===== config.mk =====
export PLATFORM = sky130hd
export DESIGN_NAME = biquad_coeff_sequencer
export DESIGN_NICKNAME = d
export VERILOG_FILES = /design/src/rtl/biquad_coeff_sequencer.sv
export SDC_FILE = /design/constraint.sdc
export NUM_CORES = 1
export LEC_CHECK = 0
export CORE_ASPECT_RATIO = 0.5
export CORE_MARGIN = 10
export CORE_UTILIZATION = 25
export CTS_BUF_LIST = sky130_fd_sc_hd__clkbuf_8 sky130_fd_sc_hd__clkbuf_16
export CTS_CLUSTER_SIZE = 30
export DETAILED_ROUTE_END_ITERATION = 6
export GPL_TIMING_DRIVEN = 0
export HOLD_SLACK_MARGIN = 0.1
export PLACE_DENSITY = 0.59
export SYNTH_ARGS = -nofsm -noshare
export SYNTH_HDL_FRONTEND = slang
export SYNTH_SLANG_ARGS = --single-unit

===== constraint.sdc =====
create_clock -name aclk -period 3.44 [get_ports aclk]
set_clock_uncertainty 0.05 [all_clocks]
set_input_delay 1.032 -clock aclk [delete_from_list [all_inputs] [get_ports aclk]]
set_output_delay 1.032 -clock aclk [all_outputs]
set_load 0.03 [all_outputs]

===== src/rtl/biquad_coeff_sequencer.sv =====
// biquad_coeff_sequencer
//   Wishbone master that copies a table of {address, data} coefficient
//   writes into the trigger chain's biquad register space. The table is
//   held in an external BRAM with one cycle of read latency. After the last
//   write, the block pulses reset_BQ_o so the new coefficients start from a
//   clean filter state.
//
// Ports
//   aclk, aresetn          clock (rising edge) / async active-low reset
//   start_i, count_i       load request and entry count (sampled in IDLE)
//   busy_o, done_o, err_o  status: busy, success pulse, sticky error
//   err_idx_o              index of the failing entry while err_o is high
//   tbl_en_o, tbl_addr_o   table read port
//   tbl_dat_i              table entry {address, data}
//   wb_*                   Wishbone master write port
//   reset_BQ_o             biquad state reset pulse (RST_CYCLES wide)
module biquad_coeff_sequencer #(
  parameter int WB_AW      = 22,
  parameter int WB_DW      = 32,
  parameter int TBL_AW     = 6,
  parameter int TIMEOUT    = 255,
  parameter int RST_CYCLES = 4
) (
  input  logic                   aclk,
  input  logic                   aresetn,
  input  logic                   start_i,
  input  logic [TBL_AW:0]        count_i,
  output logic                   busy_o,
  output logic                   done_o,
  output logic                   err_o,
  output logic [TBL_AW-1:0]      err_idx_o,
  output logic                   tbl_en_o,
  output logic [TBL_AW-1:0]      tbl_addr_o,
  input  logic [WB_AW+WB_DW-1:0] tbl_dat_i,
  output logic                   wb_cyc_o,
  output logic                   wb_stb_o,
  output logic                   wb_we_o,
  output logic [WB_AW-1:0]       wb_adr_o,
  output logic [WB_DW-1:0]       wb_dat_o,
  output logic [WB_DW/8-1:0]     wb_sel_o,
  input  logic                   wb_ack_i,
  input  logic                   wb_err_i,
  output logic                   reset_BQ_o
);

  localparam int TO_W = (TIMEOUT < 2) ? 1 : $clog2(TIMEOUT + 1);
  localparam int PC_W = (RST_CYCLES < 2) ? 1 : $clog2(RST_CYCLES + 1);
  // Largest table size; larger requested counts are clamped to this.
  localparam logic [TBL_AW:0] MAX_CNT = {1'b1, {TBL_AW{1'b0}}};

  typedef enum logic [2:0] {
    S_IDLE  = 3'd0,
    S_FETCH = 3'd1,
    S_LATCH = 3'd2,
    S_WRITE = 3'd3,
    S_ERROR = 3'd4,
    S_PULSE = 3'd5,
    S_DONE  = 3'd6
  } state_t;

  state_t            state_r;
  // idx/count are one bit wider than the table address so a full table
  // (count == 2^TBL_AW) terminates on idx == count without wrapping.
  logic [TBL_AW:0]   idx_r;
  logic [TBL_AW:0]   count_r;
  logic [TO_W-1:0]   to_cnt_r;
  logic [PC_W-1:0]   pulse_cnt_r;
  logic [TBL_AW:0]   idx_inc_s;

  assign idx_inc_s = idx_r + {{TBL_AW{1'b0}}, 1'b1};

  // Sequencer FSM; every output is registered here.
  always_ff @(posedge aclk or negedge aresetn) begin
    if (!aresetn) begin
      state_r     <= S_IDLE;
      idx_r       <= '0;
      count_r     <= '0;
      to_cnt_r    <= '0;
      pulse_cnt_r <= '0;
      busy_o      <= 1'b0;
      done_o      <= 1'b0;
      err_o       <= 1'b0;
      err_idx_o   <= '0;
      tbl_en_o    <= 1'b0;
      tbl_addr_o  <= '0;
      wb_cyc_o    <= 1'b0;
      wb_stb_o    <= 1'b0;
      wb_we_o     <= 1'b0;
      wb_adr_o    <= '0;
      wb_dat_o    <= '0;
      wb_sel_o    <= '0;
      reset_BQ_o  <= 1'b0;
    end else begin
      // Single-cycle strobes default low.
      done_o   <= 1'b0;
      tbl_en_o <= 1'b0;
      case (state_r)
        S_IDLE: begin
          if (start_i) begin
            busy_o    <= 1'b1;
            err_o     <= 1'b0;
            err_idx_o <= '0;
            idx_r     <= '0;
            count_r   <= (count_i > MAX_CNT) ? MAX_CNT : count_i;
            if (count_i == '0) begin
              state_r     <= S_PULSE;
              reset_BQ_o  <= 1'b1;
              pulse_cnt_r <= '0;
            end else begin
              state_r    <= S_FETCH;
              tbl_en_o   <= 1'b1;
              tbl_addr_o <= '0;
            end
          end else begin
            busy_o <= 1'b0;
          end
        end
        S_FETCH: begin
          // BRAM samples the address at the end of this cycle.
          state_r <= S_LATCH;
        end
        S_LATCH: begin
          wb_adr_o <= tbl_dat_i[WB_AW+WB_DW-1:WB_DW];
          wb_dat_o <= tbl_dat_i[WB_DW-1:0];
          wb_sel_o <= '1;
          wb_cyc_o <= 1'b1;
          wb_stb_o <= 1'b1;
          wb_we_o  <= 1'b1;
          to_cnt_r <= '0;
          state_r  <= S_WRITE;
        end
        S_WRITE: begin
          // err outranks ack when both arrive in the same cycle.
          if (wb_err_i || (!wb_ack_i && (to_cnt_r == TO_W'(TIMEOUT - 1)))) begin
            wb_cyc_o  <= 1'b0;
            wb_stb_o  <= 1'b0;
            wb_we_o   <= 1'b0;
            wb_sel_o  <= '0;
            err_o     <= 1'b1;
            err_idx_o <= idx_r[TBL_AW-1:0];
            state_r   <= S_ERROR;
          end else if (wb_ack_i) begin
            wb_cyc_o <= 1'b0;
            wb_stb_o <= 1'b0;
            wb_we_o  <= 1'b0;
            wb_sel_o <= '0;
            idx_r    <= idx_inc_s;
            if (idx_inc_s == count_r) begin
              state_r     <= S_PULSE;
              reset_BQ_o  <= 1'b1;
              pulse_cnt_r <= '0;
            end else begin
              state_r    <= S_FETCH;
              tbl_en_o   <= 1'b1;
              tbl_addr_o <= idx_inc_s[TBL_AW-1:0];
            end
          end else begin
            to_cnt_r <= to_cnt_r + TO_W'(1);
          end
        end
        S_ERROR: begin
          busy_o  <= 1'b0;
          state_r <= S_IDLE;
        end
        S_PULSE: begin
          if (pulse_cnt_r == PC_W'(RST_CYCLES - 1)) begin
            reset_BQ_o <= 1'b0;
            done_o     <= 1'b1;
            state_r    <= S_DONE;
          end else begin
            pulse_cnt_r <= pulse_cnt_r + PC_W'(1);
          end
        end
        S_DONE: begin
          busy_o  <= 1'b0;
          state_r <= S_IDLE;
        end
        default: begin
          busy_o     <= 1'b0;
          wb_cyc_o   <= 1'b0;
          wb_stb_o   <= 1'b0;
          wb_we_o    <= 1'b0;
          wb_sel_o   <= '0;
          reset_BQ_o <= 1'b0;
          state_r    <= S_IDLE;
        end
      endcase
    end
  end

endmodule

**After elaboration in Yosys (flattened, before gate mapping)**

Index checks and enable logic that the tools add are counted.

- Register bits: 104
- Latch bits: 0
- Bits in writable memories: 0
- Bits in read-only memories: 0
- Memories kept: 0

- Add/sub/neg operators: 3
- $mul: 0
- Div/mod/pow operators: 0
- Order comparisons: 1
- Equality and inequality tests: 21
- Shift operators: 0
- Multiplexer cells: 57
- Bitwise operators: 2
- Reductions and logical operators: 20

Operators by type and width:

| operator | number |
|---|---|
| $mux W6 | 7 |
| $mux W3 | 12 |
| $mux W7 | 4 |
| $pmux W6 S2 | 2 |
| $ne A2 B2 Y1 const B | 11 |
| $mux W1 | 18 |
| $mux W8 | 2 |
| $pmux W8 S2 | 1 |
| $pmux W3 S5 | 1 |
| $pmux W7 S2 | 1 |
| $reduce_and A7 Y1 | 2 |
| $pmux W4 S3 | 1 |
| $eq A3 B2 Y1 const B | 3 |
| $eq A3 B3 Y1 const B | 3 |
| $pmux W3 S3 | 1 |
| $reduce_and A3 Y1 | 3 |
| $add A8 B1 Y8 const B | 1 |
| $eq A8 B8 Y1 const B | 1 |
| $mux W4 | 2 |
| $reduce_or A4 Y1 | 2 |
| $add A7 B1 Y7 const B | 1 |
| $eq A7 B7 Y1 | 1 |
| $gt A7 B7 Y1 const B | 1 |
| $logic_not A7 Y1 | 1 |
| other kinds (17) | 22 |

**Logic depth before layout (Yosys ltp)**

Gate-level depths: netlist (run 1).

- Depth after elaboration: 6
- Depth in mapped cells: 8
- Mapped depth without buffers: 7

**Least setup slack after synthesis (run 1)**

OpenSTA, ideal clock, no wires.

- Path kind: input port to flip-flop
- From: in count_i[2]
- To: reg tbl_addr_o[0]
- Arrival time: 1,963 ps
- Path slack: 1,348 ps
- Stages on the path: 6
- Buffers on the path: 1
- Path through: nor4_1 and2_1 or2_1 clkbuf_1 nand2_1 mux2i_1

- Word-level cells in the longest chain between the ends: 3

Ends and longest elaborated chain:

| what | RTL line | source |
|---|---|---|
| start: declaration | 27 | `input logic [TBL_AW:0] count_i,` |
| $logic_not A7 Y1 | 105 | `if (count_i == '0) begin` |
| $ne A2 B2 Y1 (no source line) | - |  |
| $reduce_and A6 Y1 (no source line) | - |  |
| end signal: assignment | 155 | `tbl_addr_o <= idx_inc_s[TBL_AW-1:0];` |
| end: declaration | 33 | `output logic [TBL_AW-1:0] tbl_addr_o,` |

Every way passes these cells.
A chain may end at the register's enable or synchronous reset.

==> results.toml, run 1 <==
[sta]
whs_ns = 0.437
period_share_pct = 79.2
fmax_mhz = 367
hold_viol_final = 0
setup_viol = 0
tightest_slew_ns = 0.593
rsz0062_at_grt = "false"
drv_slew = 0
finalWorstSetupSlack_ns = 0.716
min_period_ns = 2.72
slew_headroom_pct = 60.5

[detailed_routing]
routed_wl_um = 12500
top_layer = "met4"
firstDrtPassIters = 4
drtAntennaViolNets = 0
drc_errors = 0
drt_iter0_drc = 118
routed_via_density = 4.26
wl_met1_um = 5430
vias = 3315
avgRoutedWirePerCell_um = 16.1
wl_met3_um = 461
wl_met2_um = 6510

[clocking]
post_cts_buffers = 0
post_cts_resized = 0
cts_hold_buf = 0
cts_root_buffer = "clkbuf_16"
tritoncts = "done"
clkLatencyLatePin_ns = 0.35
clock-sinks = 100
cts_made_buffers = 9
clk_pin_slew_ns = 0.07
clockBufferDepth = 2
h-tree-depth = 3

[worst_hold_path]
min_path_cells = 1
min_to = "err_o$_DFFE_PN0P_"
hp-start = "err_o$_DFFE_PN0P_"
min_path_type = "reg -> reg"

[final_layout]
multiInputGateArea_sq_um = 1840
num-fill-cells = 1745
nets = 611
ff_latch_area_sq_um = 2500
drive_gt1_share_pct = 19.3
num_antenna_cells = 0
design_area_sq_um = 6620
area_delta_synth_final_pct = 45.7

[worst_setup_path]
rr_worst_depth = 7
critPathKind = "reg -> out"
critPathCaptureType = "output port"
crit_arrival_ns = 1.64
critPathLaunchType = "register"
r2r_start = "idx_r[1]$_DFFE_PN0P_"
critical_path.max_fanout = 9
r2r-end = "tbl_addr_o[3]$_DFFE_PN0P_"
crit_required_ns = 2.36
r2r_slack_ns = 1.31

[synthesis]
syn_inst = 385
muxShareOfSynthArea_pct = 15.4
syn-num-nets = 456
synthFlopType = "dfrtp_1"
synth_commonest_cells = "dfrtp_1, mux2_2, nand2_1, o21ai_0, nor2_1"
yosys.area_share.simple_pct = 11.6
yosys_warnings = 0
synth_top_family_by_area = "multiplexers"
syn_area_sq_um = 4540
yosysTopAreaCell = "dfrtp_1"
synth-edff-count = 0
synthXorXnorAreaFrac_pct = 3.99
synth_compound_area_share_pct = 8.07
async_flop_share_pct = 100
synth_area_leaders = "dfrtp_1, mux2_2, nand2_1, o21ai_0, xnor2_1"
yosysTopAreaCellShare_pct = 55.1
yosysSeqAreaShare_pct = 55.1
yosysMostFrequentCell = "dfrtp_1"
syn-mean-instance-area_sq_um = 11.8
synth_adder_area_share_pct = 1.38
ys_types = 47
synth.ff_latch_count = 100

[placement]
buffer_ports.inserted = 143
dp_worst_setup_slack_ns = 0.447
placed_cell_area_sq_um = 6290
hpwl_um = 9690
gp_congestion = 0.768

[floorplan]
start_util_pct = 25.8
core_sq_um = 17600
die_y_um = 115
row_count = 34
fp.dieW_um = 211
ios = 144
die_area_sq_um = 24300

[pwr]
total_power_uw = 6440
ir_drop_v = 0.000301
powerDensity_nw_per_um2 = 972
p_leak_uw = 0.00277

[global_route]
grt-ovfl-total = 0
grt_max_degree = 59
grt_pass1_vias = 3298
grt.total_usage_pct = 10.1
grt_pass1_wl_um = 19400
antenna_found_initial = 0

[outcome]
status = "finished, final reports clean"

[flow_run]
cap_violations = 0
-- how the worst max path moves through the flow --
stage | slack (ns) | start | end | cells past startpoint
final | 0.72 | wb_sel_o[2]$_DFFE_PN0P_ | wb_sel_o[0] | 2
after floorplan | 1.35 | count_i[2] | tbl_addr_o[0]$_DFFE_PN0P_ | 6
after global routing | 0.62 | count_i[6] | tbl_addr_o[2]$_DFFE_PN0P_ | 7
after detailed placement | 0.45 | count_i[6] | tbl_addr_o[3]$_DFFE_PN0P_ | 7
after CTS | 0.68 | wb_sel_o[2]$_DFFE_PN0P_ | wb_sel_o[0] | 2
after global placement | -2.74 | aresetn | wb_dat_o[26]$_DFFE_PN0P_ | 1
-- sequential cells by signal, indices dropped and copies added, names as in the netlist --
register and flops:
wb_dat_o 32, wb_adr_o 22, to_cnt_r 8, count_r 7, idx_r 7, err_idx_o 6
tbl_addr_o 6, pulse_cnt_r 3, state_r 3, busy_o 1, done_o 1, err_o 1
reset_BQ_o 1, tbl_en_o 1, wb_sel_o 1
-- cell usage in the layout (no fill, tap or decap), drive strengths merged, types with 2 or more instances in the layout --
cell	count
bufinv	2
clkdlybuf4s50	142
o31ai	2
nand3	6
inv	11
mux2i	8
a21oi	6
a22o	4
and3	5
xnor2	11
a22oi	3
o21ai	29
clkbuf	14
xor2	6
a211oi	3
buf	25
nand3b	2
a31oi	4
mux2	55
nor3	6
nor4	3
nand2b	10
ha	5
o21bai	2
nand2	41
or2	4
dfrtp	100
and4	2
nor2b	3
nor2	19
-- critical path, stage by stage, from the launching register on --
cell and delay, ns:
dfrtp_1 0.48, buf_4 0.15, clkdlybuf4s50_1 0.66
-- metrics by stage --
stage,utilization (%),TNS [ns],instances
floorplan,-,0,385
finish,37.6,0,779
global route,37.6,0,779
detailed placement,35.7,0,763
global placement,35.6,-273.14,762
CTS,37.6,0,779
-- power by group --
| part | internal, uW | total, uW | switching [uW] |
|---|---|---|---|
| Sequential | 1670 | 1940 | 271 |
| Combinational | 1540 | 3360 | 1820 |
| Clock | 649 | 1140 | 492 |
| Total | 3850 | 6440 | 2590 |
-- per-layer routing --
| metal | vias to the layer above | global-route usage (%) |
|---|---|---|
| li1 | 1647 | - |
| met1 | 1614 | 12.3 |
| met2 | 45 | 17.3 |
| met3 | 9 | 3.15 |
| met4 | 0 | 2.59 |
| met5 | - | 0 |
-- cell families (layout without fill, tap and decap cells) --
logic type / after synthesis / after routing
muxes: 63 / 63
DFF: 100 / 100
adders and majority gates: 5 / 5
AOI/OAI and AO/OA: 58 / 58
buffers and inverters: 35 / 195
and+or+nand+nor: 106 / 106
xor gates and xnor gates: 18 / 18
-- area by class of cell --
class	count	share of cell area [%]
sequential	100	37.8
multi-input combinational	250	27.8
timing repair buffer	144	22.0
tap	234	4.42
clock buffer	9	3.40
buffer	28	2.67
clock inverter	7	1.55
inverter	7	0.397
(Power assumes the default switching activity.)
==> inputs of run 2 (changes only) <==
Settings changed: PLACE_DENSITY 0.59 to 0.61.
Clock period 3.44 ns to 2.5 ns, I/O delays scaled along.
==> results.toml, run 2 (synthesized netlist as in run 1, its figures left out) <==
[outcome]
status = "finished, final reports clean"

[worst_setup_path]
rr_worst_depth = 7
cpMaxStageDelayCell = "clkdlybuf4s50_1"
crit_family = "buffers and inverters"
max_stage_delay_ns = 0.67
crit_required_ns = 1.70
r2r_start = "idx_r[1]$_DFFE_PN0P_"
r2r_slack_ns = 0.29
crit_arrival_ns = 1.57
r2r-end = "tbl_addr_o[1]$_DFFE_PN0P_"
path_buf_inv = 2
critPathKind = "reg -> out"
critical_path.max_fanout = 9
critPathLaunchType = "register"
path_cells = "buf_4 > clkdlybuf4s50_1"
critPathCaptureType = "output port"

[final_layout]
top_register = "wb_dat_o"
largest_reg_flops = 32
utilization_pct = 37.4
design_area_sq_um = 6580
num_antenna_cells = 0
final_common_cell = "clkdlybuf4s50_1"
largest_registers = "wb_dat_o x32, wb_adr_o x22, to_cnt_r x8"
final_cell_mix = "clkdlybuf4s50_1, dfrtp_1, mux2_2"
num-fill-cells = 1748
nets = 611
drive_gt1_share_pct = 19.6
area_delta_synth_final_pct = 44.9

[detailed_routing]
vias = 3409
routed_wl_um = 12600
routed_via_density = 4.38
drtAntennaViolNets = 0
drc_errors = 0
avgRoutedWirePerCell_um = 16.2
drt_iter0_drc = 178
firstDrtPassIters = 4

[floorplan]
ios = 144
die_y_um = 115
start_util_pct = 25.8
fp.dieW_um = 211
row_count = 34
core_sq_um = 17600
die_area_sq_um = 24300

[clocking]
cts_root_buffer = "clkbuf_16"
tritoncts = "done"
clkLatencyLatePin_ns = 0.35
clock-sinks = 100
h-tree-depth = 3
clk_pin_slew_ns = 0.08
clockBufferDepth = 2
cts_made_buffers = 9

[sta]
min_period_ns = 2.37
fmax_mhz = 423
hold_viol_final = 0
period_share_pct = 94.7
setup_viol = 0
whs_ns = 0.358
drv_slew = 0
rsz0062_at_grt = "false"
slew_headroom_pct = 60.2
tightest_slew_ns = 0.594

[pwr]
powerDensity_nw_per_um2 = 1320
p_int_uw = 5100
p_leak_uw = 0.00275
seq_power_share_pct = 30.8
ir_drop_v = 0.000390
p_sw_uw = 3580
p_comb_share_pct = 53.6
clockPowerShare_pct = 15.6
swShare_pct = 41.2

[flow_run]
cap_violations = 0

[global_route]
grt-ovfl-total = 0
antenna_found_initial = 0
grt_pass1_vias = 3479
grt.total_usage_pct = 10.4
grt_max_degree = 60
grt_pass1_wl_um = 19900

[placement]
hpwl_um = 9930
placed_cell_area_sq_um = 6290
gp_congestion = 0.760
buffer_ports.inserted = 143

[worst_hold_path]
min_path_type = "in -> async"
[run 2: cell types whose count changed in the layout (fill, tap and decap cells not counted)]
cell | before | now
bufinv_16 | 2 | 0
clkinv_2 | 0 | 1
clkinvlp_4 | 1 | 3
dfrtp_1 | 100 | 99
dfrtp_2 | 0 | 1
inv_6 | 4 | 1
inv_8 | 0 | 2
nor4_1 | 3 | 2
nor4_2 | 0 | 1
[run 2: how the worst max path moves through the flow]
stage	cells past startpoint	slack, ns	endpoint	startpoint
CTS	2	0.02	wb_stb_o	wb_sel_o[2]$_DFFE_PN0P_
detailed placement	7	-0.20	tbl_addr_o[2]$_DFFE_PN0P_	count_i[6]
finish	2	0.13	wb_stb_o	wb_sel_o[2]$_DFFE_PN0P_
global route	6	0.05	idx_r[2]$_DFFE_PN0P_	wb_err_i
floorplan	7	0.62	tbl_addr_o[0]$_DFFE_PN0P_	idx_r[1]$_DFFE_PN0P_
global placement	1	-3.44	wb_dat_o[12]$_DFFE_PN0P_	aresetn
[run 2: power groups by stage]
stage | clock, uW | combinational (uW) | sequential, uW
floorplan | 0 | 1830 | 3730
global placement | 0 | 4670 | 2670
detailed placement | 0 | 4730 | 2710
CTS | 1420 | 4740 | 2680
global route | 1470 | 4970 | 2780
finish | 1350 | 4650 | 2670
[run 2: metal layers]
layer	vias up	wire (um)	part of all wire (%)	global-route usage (%)
met5	-	0	0	0
met4	0	140	1.1	3.07
met3	9	539	4.3	2.50
met2	68	6880	54	18.7
met1	1695	5080	40	12.1
li1	1637	-	-	-
[run 2: what timing repair did]
| item | in CTS | in global routing |
|---|---|---|
| gates resized for setup | 0 | 2 |
| endpoints found under the setup margin | 0 | 12 |
| hold buffers | 0 | 0 |
| buffers inserted | 0 | 0 |
[run 2: cell type report]
type	instances	area (sq um)	share of cell area, %
clock inverters	7	58.8	0.893
clock buffers	9	225	3.42
inverters	7	26.3	0.399
well taps	234	293	4.45
plain buffers	28	176	2.68
multi-input cells	250	1840	28.0
flip-flops and latches	100	2500	38.0
repair buffers	144	1460	22.1
[run 2: metrics by stage]
step / std cells / setup TNS [ns] / worst slack, ns / power [uW]
floorplan: 385 / 0 / 0.625 / 5550
global placement: 762 / -343.90 / -3.44 / 7340
detailed placement: 763 / -1.67 / -0.199 / 7440
CTS: 779 / 0 / 0.0222 / 8840
global route: 779 / 0 / 0.0499 / 9220
finish: 779 / 0 / 0.134 / 8670
==> inputs of run 3 (changes only) <==
Settings changed: PLACE_DENSITY 0.61 to 0.59.
Clock period 2.5 ns to 2.75 ns, I/O delays scaled along.
==> results of run 3 <==
The final DEF is identical to that of run 1. Status: finished, final reports clean.
Among the figures that moved: setup slack after placement 0.447 ns -> -0.0359 ns; setup slack after layout 0.716 ns -> 0.233 ns; hold slack 0.437 ns -> 0.425 ns; register-to-register setup slack 1.31 ns -> 0.62 ns; total power 6440 uW -> 8050 uW; worst IR drop on VDD 0.000301 V -> 0.000377 V
